===== src/rtl/fb_vga_reader.sv =====
// fb_vga_reader: VGA scan-out of the 160x120 RGB565 frame buffer.
// 4x pixel/line replication, one pixel period of output latency.
module fb_vga_reader #(
   parameter int H_ACTIVE = 640,
   parameter int H_FP     = 16,
   parameter int H_SYNC   = 96,
   parameter int H_BP     = 48,
   parameter int V_ACTIVE = 480,
   parameter int V_FP     = 10,
   parameter int V_SYNC   = 2,
   parameter int V_BP     = 33,
   parameter int CLK_DIV  = 4,
   parameter int MEM_LAT  = 1,
   parameter int IMG_W    = H_ACTIVE >> 2
) (
   input  logic        clk,
   input  logic        reset,
   output logic        oe,
   output logic [14:0] rAddr,
   input  logic [15:0] rData,
   output logic        h_sync,
   output logic        v_sync,
   output logic        de,
   output logic [3:0]  red,
   output logic [3:0]  green,
   output logic [3:0]  blue,
   output logic        frame_start
);

   localparam int H_TOTAL = H_ACTIVE + H_FP + H_SYNC + H_BP;
   localparam int V_TOTAL = V_ACTIVE + V_FP + V_SYNC + V_BP;
   localparam int HW = $clog2(H_TOTAL);
   localparam int VW = $clog2(V_TOTAL);
   localparam int DW = (CLK_DIV > 1) ? $clog2(CLK_DIV) : 1;

   localparam logic [HW-1:0] H_LAST  = HW'(H_TOTAL - 1);
   localparam logic [VW-1:0] V_LAST  = VW'(V_TOTAL - 1);
   localparam logic [HW-1:0] H_ACT   = HW'(H_ACTIVE);
   localparam logic [VW-1:0] V_ACT   = VW'(V_ACTIVE);
   localparam logic [VW-1:0] V_ACTM1 = VW'(V_ACTIVE - 1);
   localparam logic [HW-1:0] HS_BEG  = HW'(H_ACTIVE + H_FP);
   localparam logic [HW-1:0] HS_END  = HW'(H_ACTIVE + H_FP + H_SYNC);
   localparam logic [VW-1:0] VS_BEG  = VW'(V_ACTIVE + V_FP);
   localparam logic [VW-1:0] VS_END  = VW'(V_ACTIVE + V_FP + V_SYNC);
   localparam logic [DW-1:0] DIV_LST = DW'(CLK_DIV - 1);
   localparam logic [14:0]   ROW_STP = 15'(IMG_W);
   localparam logic [14:0]   COL_LST = 15'(IMG_W - 1);

   logic [DW-1:0]      div_cnt;
   logic               tick;
   logic [HW-1:0]      h;
   logic [VW-1:0]      v;
   logic [14:0]        row_base;
   logic [14:0]        col;
   logic               h_wrap;
   logic               v_wrap;
   logic               row_step;
   logic               act;
   logic               hs_n;
   logic               vs_n;
   logic [MEM_LAT-1:0] oe_pipe;
   logic [15:0]        hold;
   logic               p_de;
   logic               p_hs;
   logic               p_vs;
   logic               p_first;

   assign tick   = (div_cnt == DIV_LST);
   assign h_wrap = (h == H_LAST);
   assign v_wrap = (v == V_LAST);
   assign act    = (h < H_ACT) && (v < V_ACT);
   assign hs_n   = !((h >= HS_BEG) && (h < HS_END));
   assign vs_n   = !((v >= VS_BEG) && (v < VS_END));

   // Last stored row never advances the base, so the
   // address stays inside the image during blanking.
   assign row_step = h_wrap && (v[1:0] == 2'b11) && (v < V_ACTM1);

   // Column saturates in horizontal blanking.
   assign col   = (h < H_ACT) ? 15'(h >> 2) : COL_LST;
   assign rAddr = row_base + col;
   assign oe    = tick && act;

   // Pixel tick divider.
   always_ff @(posedge clk) begin
      if (reset) begin
         div_cnt <= '0;
      end else if (tick) begin
         div_cnt <= '0;
      end else begin
         div_cnt <= div_cnt + DW'(1);
      end
   end

   // Raster counters and row base address.
   always_ff @(posedge clk) begin
      if (reset) begin
         h        <= '0;
         v        <= '0;
         row_base <= '0;
      end else if (tick) begin
         if (h_wrap) begin
            h <= '0;
            if (v_wrap) begin
               v        <= '0;
               row_base <= '0;
            end else begin
               v <= v + VW'(1);
               if (row_step) begin
                  row_base <= row_base + ROW_STP;
               end
            end
         end else begin
            h <= h + HW'(1);
         end
      end
   end

   // Track outstanding reads to know when rData is valid.
   always_ff @(posedge clk) begin
      if (reset) begin
         oe_pipe <= '0;
      end else begin
         oe_pipe <= (oe_pipe << 1) | MEM_LAT'(oe);
      end
   end

   // Capture the returned word for the output stage.
   always_ff @(posedge clk) begin
      if (reset) begin
         hold <= '0;
      end else if (oe_pipe[MEM_LAT-1]) begin
         hold <= rData;
      end
   end

   // Timing of the pixel whose read is in flight.
   always_ff @(posedge clk) begin
      if (reset) begin
         p_de    <= 1'b0;
         p_hs    <= 1'b1;
         p_vs    <= 1'b1;
         p_first <= 1'b0;
      end else if (tick) begin
         p_de    <= act;
         p_hs    <= hs_n;
         p_vs    <= vs_n;
         p_first <= (h == '0) && (v == '0);
      end
   end

   // Output stage: timing and colour leave together.
   always_ff @(posedge clk) begin
      if (reset) begin
         de     <= 1'b0;
         h_sync <= 1'b1;
         v_sync <= 1'b1;
         red    <= 4'h0;
         green  <= 4'h0;
         blue   <= 4'h0;
      end else if (tick) begin
         de     <= p_de;
         h_sync <= p_hs;
         v_sync <= p_vs;
         red    <= p_de ? hold[15:12] : 4'h0;
         green  <= p_de ? hold[10:7]  : 4'h0;
         blue   <= p_de ? hold[4:1]   : 4'h0;
      end
   end

   // Single-clock marker as pixel (0,0) appears.
   always_ff @(posedge clk) begin
      if (reset) begin
         frame_start <= 1'b0;
      end else begin
         frame_start <= tick && p_first;
      end
   end

endmodule


===== config.mk =====
export PLATFORM = sky130hd
export DESIGN_NAME = fb_vga_reader
export DESIGN_NICKNAME = d
export VERILOG_FILES = /design/src/rtl/fb_vga_reader.sv
export SDC_FILE = /design/constraint.sdc
export NUM_CORES = 1
export LEC_CHECK = 0
export CAP_MARGIN = 20
export CORE_MARGIN = 3
export CORE_UTILIZATION = 48
export DETAILED_ROUTE_END_ITERATION = 8
export PLACE_DENSITY = 0.83
export SETUP_SLACK_MARGIN = 0.3
export SYNTH_ARGS = -nofsm -noshare
export SYNTH_HDL_FRONTEND = slang
export SYNTH_SLANG_ARGS = --single-unit

===== constraint.sdc =====
create_clock -name clk -period 1.8 [get_ports clk]
set_input_delay 0.36 -clock clk [delete_from_list [all_inputs] [get_ports clk]]
set_output_delay 0.36 -clock clk [all_outputs]
set_load 0.1 [all_outputs]

==> impl_results.md <==
* Min cycle time layout at 2.45 ns
* Placer Congestion at 0.895
* Ports at 50
* Layout cells sized above 1 at 43.6%
* Sequential share of power at 49.1%
* Gr usage total at 26.1%
* Remaining DRCs at 0
* Worst reg2reg path depth at 10
* Most used DFF post-synth: dfxtp_1
* Synth area leader: dfxtp_1
* Routed via count at 3,379
* Hold_buf cts at 0
* Syn. warnings at 0
* FILL cells at 264
* Vias in the first global route at 3,266
* Mapped Area at 0.00310 sq mm
* Antenna fix cells at 0
* Net load switching power at 766 uW
* Maxcap violations at 0
* Total length of routed wires at 11,300 microns
* Reg clk slew, reported paths at 0.07 ns
* Root Driver: clkbuf_8
* CP Capture Type: output pin
* Layout area overhead at 71.7%
* Unique cell type count in the Yosys netlist at 51
* Top-area cell type share of the netlist area at 41.9%
* Height of the die at 86.4 microns
* Clock share of power at 41.9%
* Gate Count Post-Synth at 364
* Die X at 86.4 microns
* Part of the cycle the worst path needs at 136%
* Post-synth EDFFs at 0
* Clock buffer depth at 2
* Final Hold Viols at 0
* Row count at 28
* Reg2Reg Setup Slack at -0.37 ns
* Clock Skew at 0.0120 ns
* Hold wc startpoint: p_hs
* HP Class: reg -> reg
* Detail Route Antenna Nets at 0
* Slew of the pin with the lowest slew margin at 0.738 ns
* Sequential share of the synthesized area at 41.9%
* Drt first pass iters at 6
* Max-slew violations at 0
* Hold Path Sink: h_sync
* Worst hold path depth at 1
* Leak pwr at 0.00210 uW
* CTS H-tree depth at 3
* Core Box Area at 0.00610 sq mm
* Slew headroom at 50.7%
* CTS Buf Count at 9
* Syn avg cell area at 8.52 sq um
* Comb pwr share at 9.0%
* Setup violators final at 44
* Internal power at 2260 uW
* Final WS setup at -0.649 ns
* First-pass GRT wire length at 15,500 microns
* DP HPWL at 5710 microns
* WS Path Type: reg -> out
* Initial Util at 50.9%
* Max Fclk at 408 MHz
* Total grt overflow at 0
* Switching share of total power at 25.3%
* Pwr dens at 568 mW/mm^2
* Status: complete, but fails checks
* RR Endpoint: row_base[9]
* Vias/cell at 6.17
* Die footprint at 0.00746 sq mm
* TritonCTS clock tree: done
* Worst path arrival time at 2.09 ns
* Startpoint types: register
* Worst VDD drop at 0.707 mV
* Clock sinks at 65
* Avg WL per Cell at 20.7 microns
* Ys async rst share at 0%
* Synth cell count leaders: dfxtp_1 (65), nor2_1 (54), nand2_1 (27)
* Initial antenna violation count at 0
* Top cells by area, synth: dfxtp_1 (42%), nor2_1 (6.5%), ha_1 (4.0%), xor2_1 (4.0%), mux2i_1 (3.9%)
* Hold slack at 0.477 ns
* PortBufs at 45
* Initial DRC Count at 310
* RSZ-0062 raised after global routing: true
* Most frequent cell after synthesis: dfxtp_1
* Final Util at 87.4%
* Syn_nets at 392
* Critical Path Fanout Max at 4
* Req. time, crit path at 1.44 ns
* Largest net degree at the start of global routing at 28
* R2r startpoint: h[8]
* Fin nets at 496
* Yosys reg bits at 65
* Failing checks: negative setup slack
* Worst-Skew Late Latency at 0.35 ns
==> cell families after synthesis <==
group,Yosys count,synth area share [%]
other,1,0.121
and+or+nand+nor,158,26.1
xor gates and xnor gates,27,7.62
AOI/OAI and AO/OA,56,11.5
DFF,65,41.9
adders and majority gates,10,4.03
buffers and inverters,34,4.52
muxes,13,4.23
==> worst max-delay path by stage <==
| stage | start | to | slack, ns |
|---|---|---|---|
| CTS | h[8] | rAddr[12] | -0.65 |
| finish | h[9] | rAddr[9] | -0.65 |
| detailed placement | h[8] | rAddr[10] | -0.36 |
| global placement | h[8] | rAddr[10] | -0.27 |
| global route | h[8] | rAddr[9] | -0.70 |
| floorplan | h[7] | rAddr[10] | -1.04 |
==> critical path, cell delays in order, from the launching register on <==
cell and delay [ns]:
dfxtp_4 0.37, nor2b_4 0.13, ha_4 0.21, buf_6 0.12
a21o_4 0.22, a21oi_4 0.20, nand2b_4 0.18, xnor2_4 0.12
buf_12 0.19
==> final cells by class <==
cell class                 count  area, sq um  share of cell area (%)
clock buffer                  11          141                    2.65
multi-input combinational    266         2260                    42.5
inverter                      12         52.6                   0.986
sequential                    65         1310                    24.6
tap                           75         93.8                    1.76
timing repair buffer         114         1410                    26.4
clock inverter                 5         55.1                    1.03
==> placed cells by master, fill, tap and decap left out, drive strengths merged, types with 12 or more instances in the layout <==
cell type	synthesis	final
xor2	14	14
mux2i	12	12
nor2	54	54
nand2	28	28
clkbuf	12	12
xnor2	13	13
clkdlybuf4s50	0	13
buf	10	100
dfxtp	65	65
a21oi	20	20
nand3	17	17
==> sequential cells by signal, indices dropped and copies added, names as in the netlist <==
name and count:
v 10, p_hs 1, de 1, red 4, p_de 1, h 10, green 4, h_sync 1
frame_start 1, p_vs 1, hold 12, blue 4, oe_pipe 1, div_cnt 2, v_sync 1, row_base 10
p_first 1
==> layer usage <==
layer | vias to the layer above | part of all wire [%] | global-route usage [%]
li1 | 1470 | - | -
met1 | 1640 | 37 | 29.1
met2 | 205 | 50 | 46.2
met3 | 64 | 7.3 | 6.75
met4 | 0 | 5.5 | 12.0
met5 | - | 0 | 0
==> per-stage QoR <==
stage / cell area [sq um] / setup WS, ns / power (uW) / TNS (ns) / instances
final: 5330 / -0.649 / 3030 / -13.18 / 548
after global routing: 5330 / -0.704 / 3110 / -15.43 / 548
after CTS: 5020 / -0.652 / 2970 / -6.62 / 537
after detailed placement: 4520 / -0.356 / 1730 / -2.58 / 506
after global placement: 4520 / -0.274 / 1720 / -1.61 / 506
after floorplan: 3460 / -1.04 / 1640 / -7.10 / 364
==> power by group through the flow <==
stage	Combinational, uW	Sequential, uW	Clock (uW)
6_report	271	1490	1270
5_1_grt	286	1490	1340
4_1_cts	227	1480	1260
3_5_place_dp	213	1520	0
3_3_place_gp	208	1510	0
2_1_floorplan	106	1530	0
==> timing repair <==
item / 4_1_cts / 5_1_grt
setup buffers: 14 / 10
resized for setup: 49 / 45
pin swaps: 26 / 25
gates cloned: 1 / 1
endpoints found under the setup margin: 48 / 55
Power figures use the tool's default switching activity.
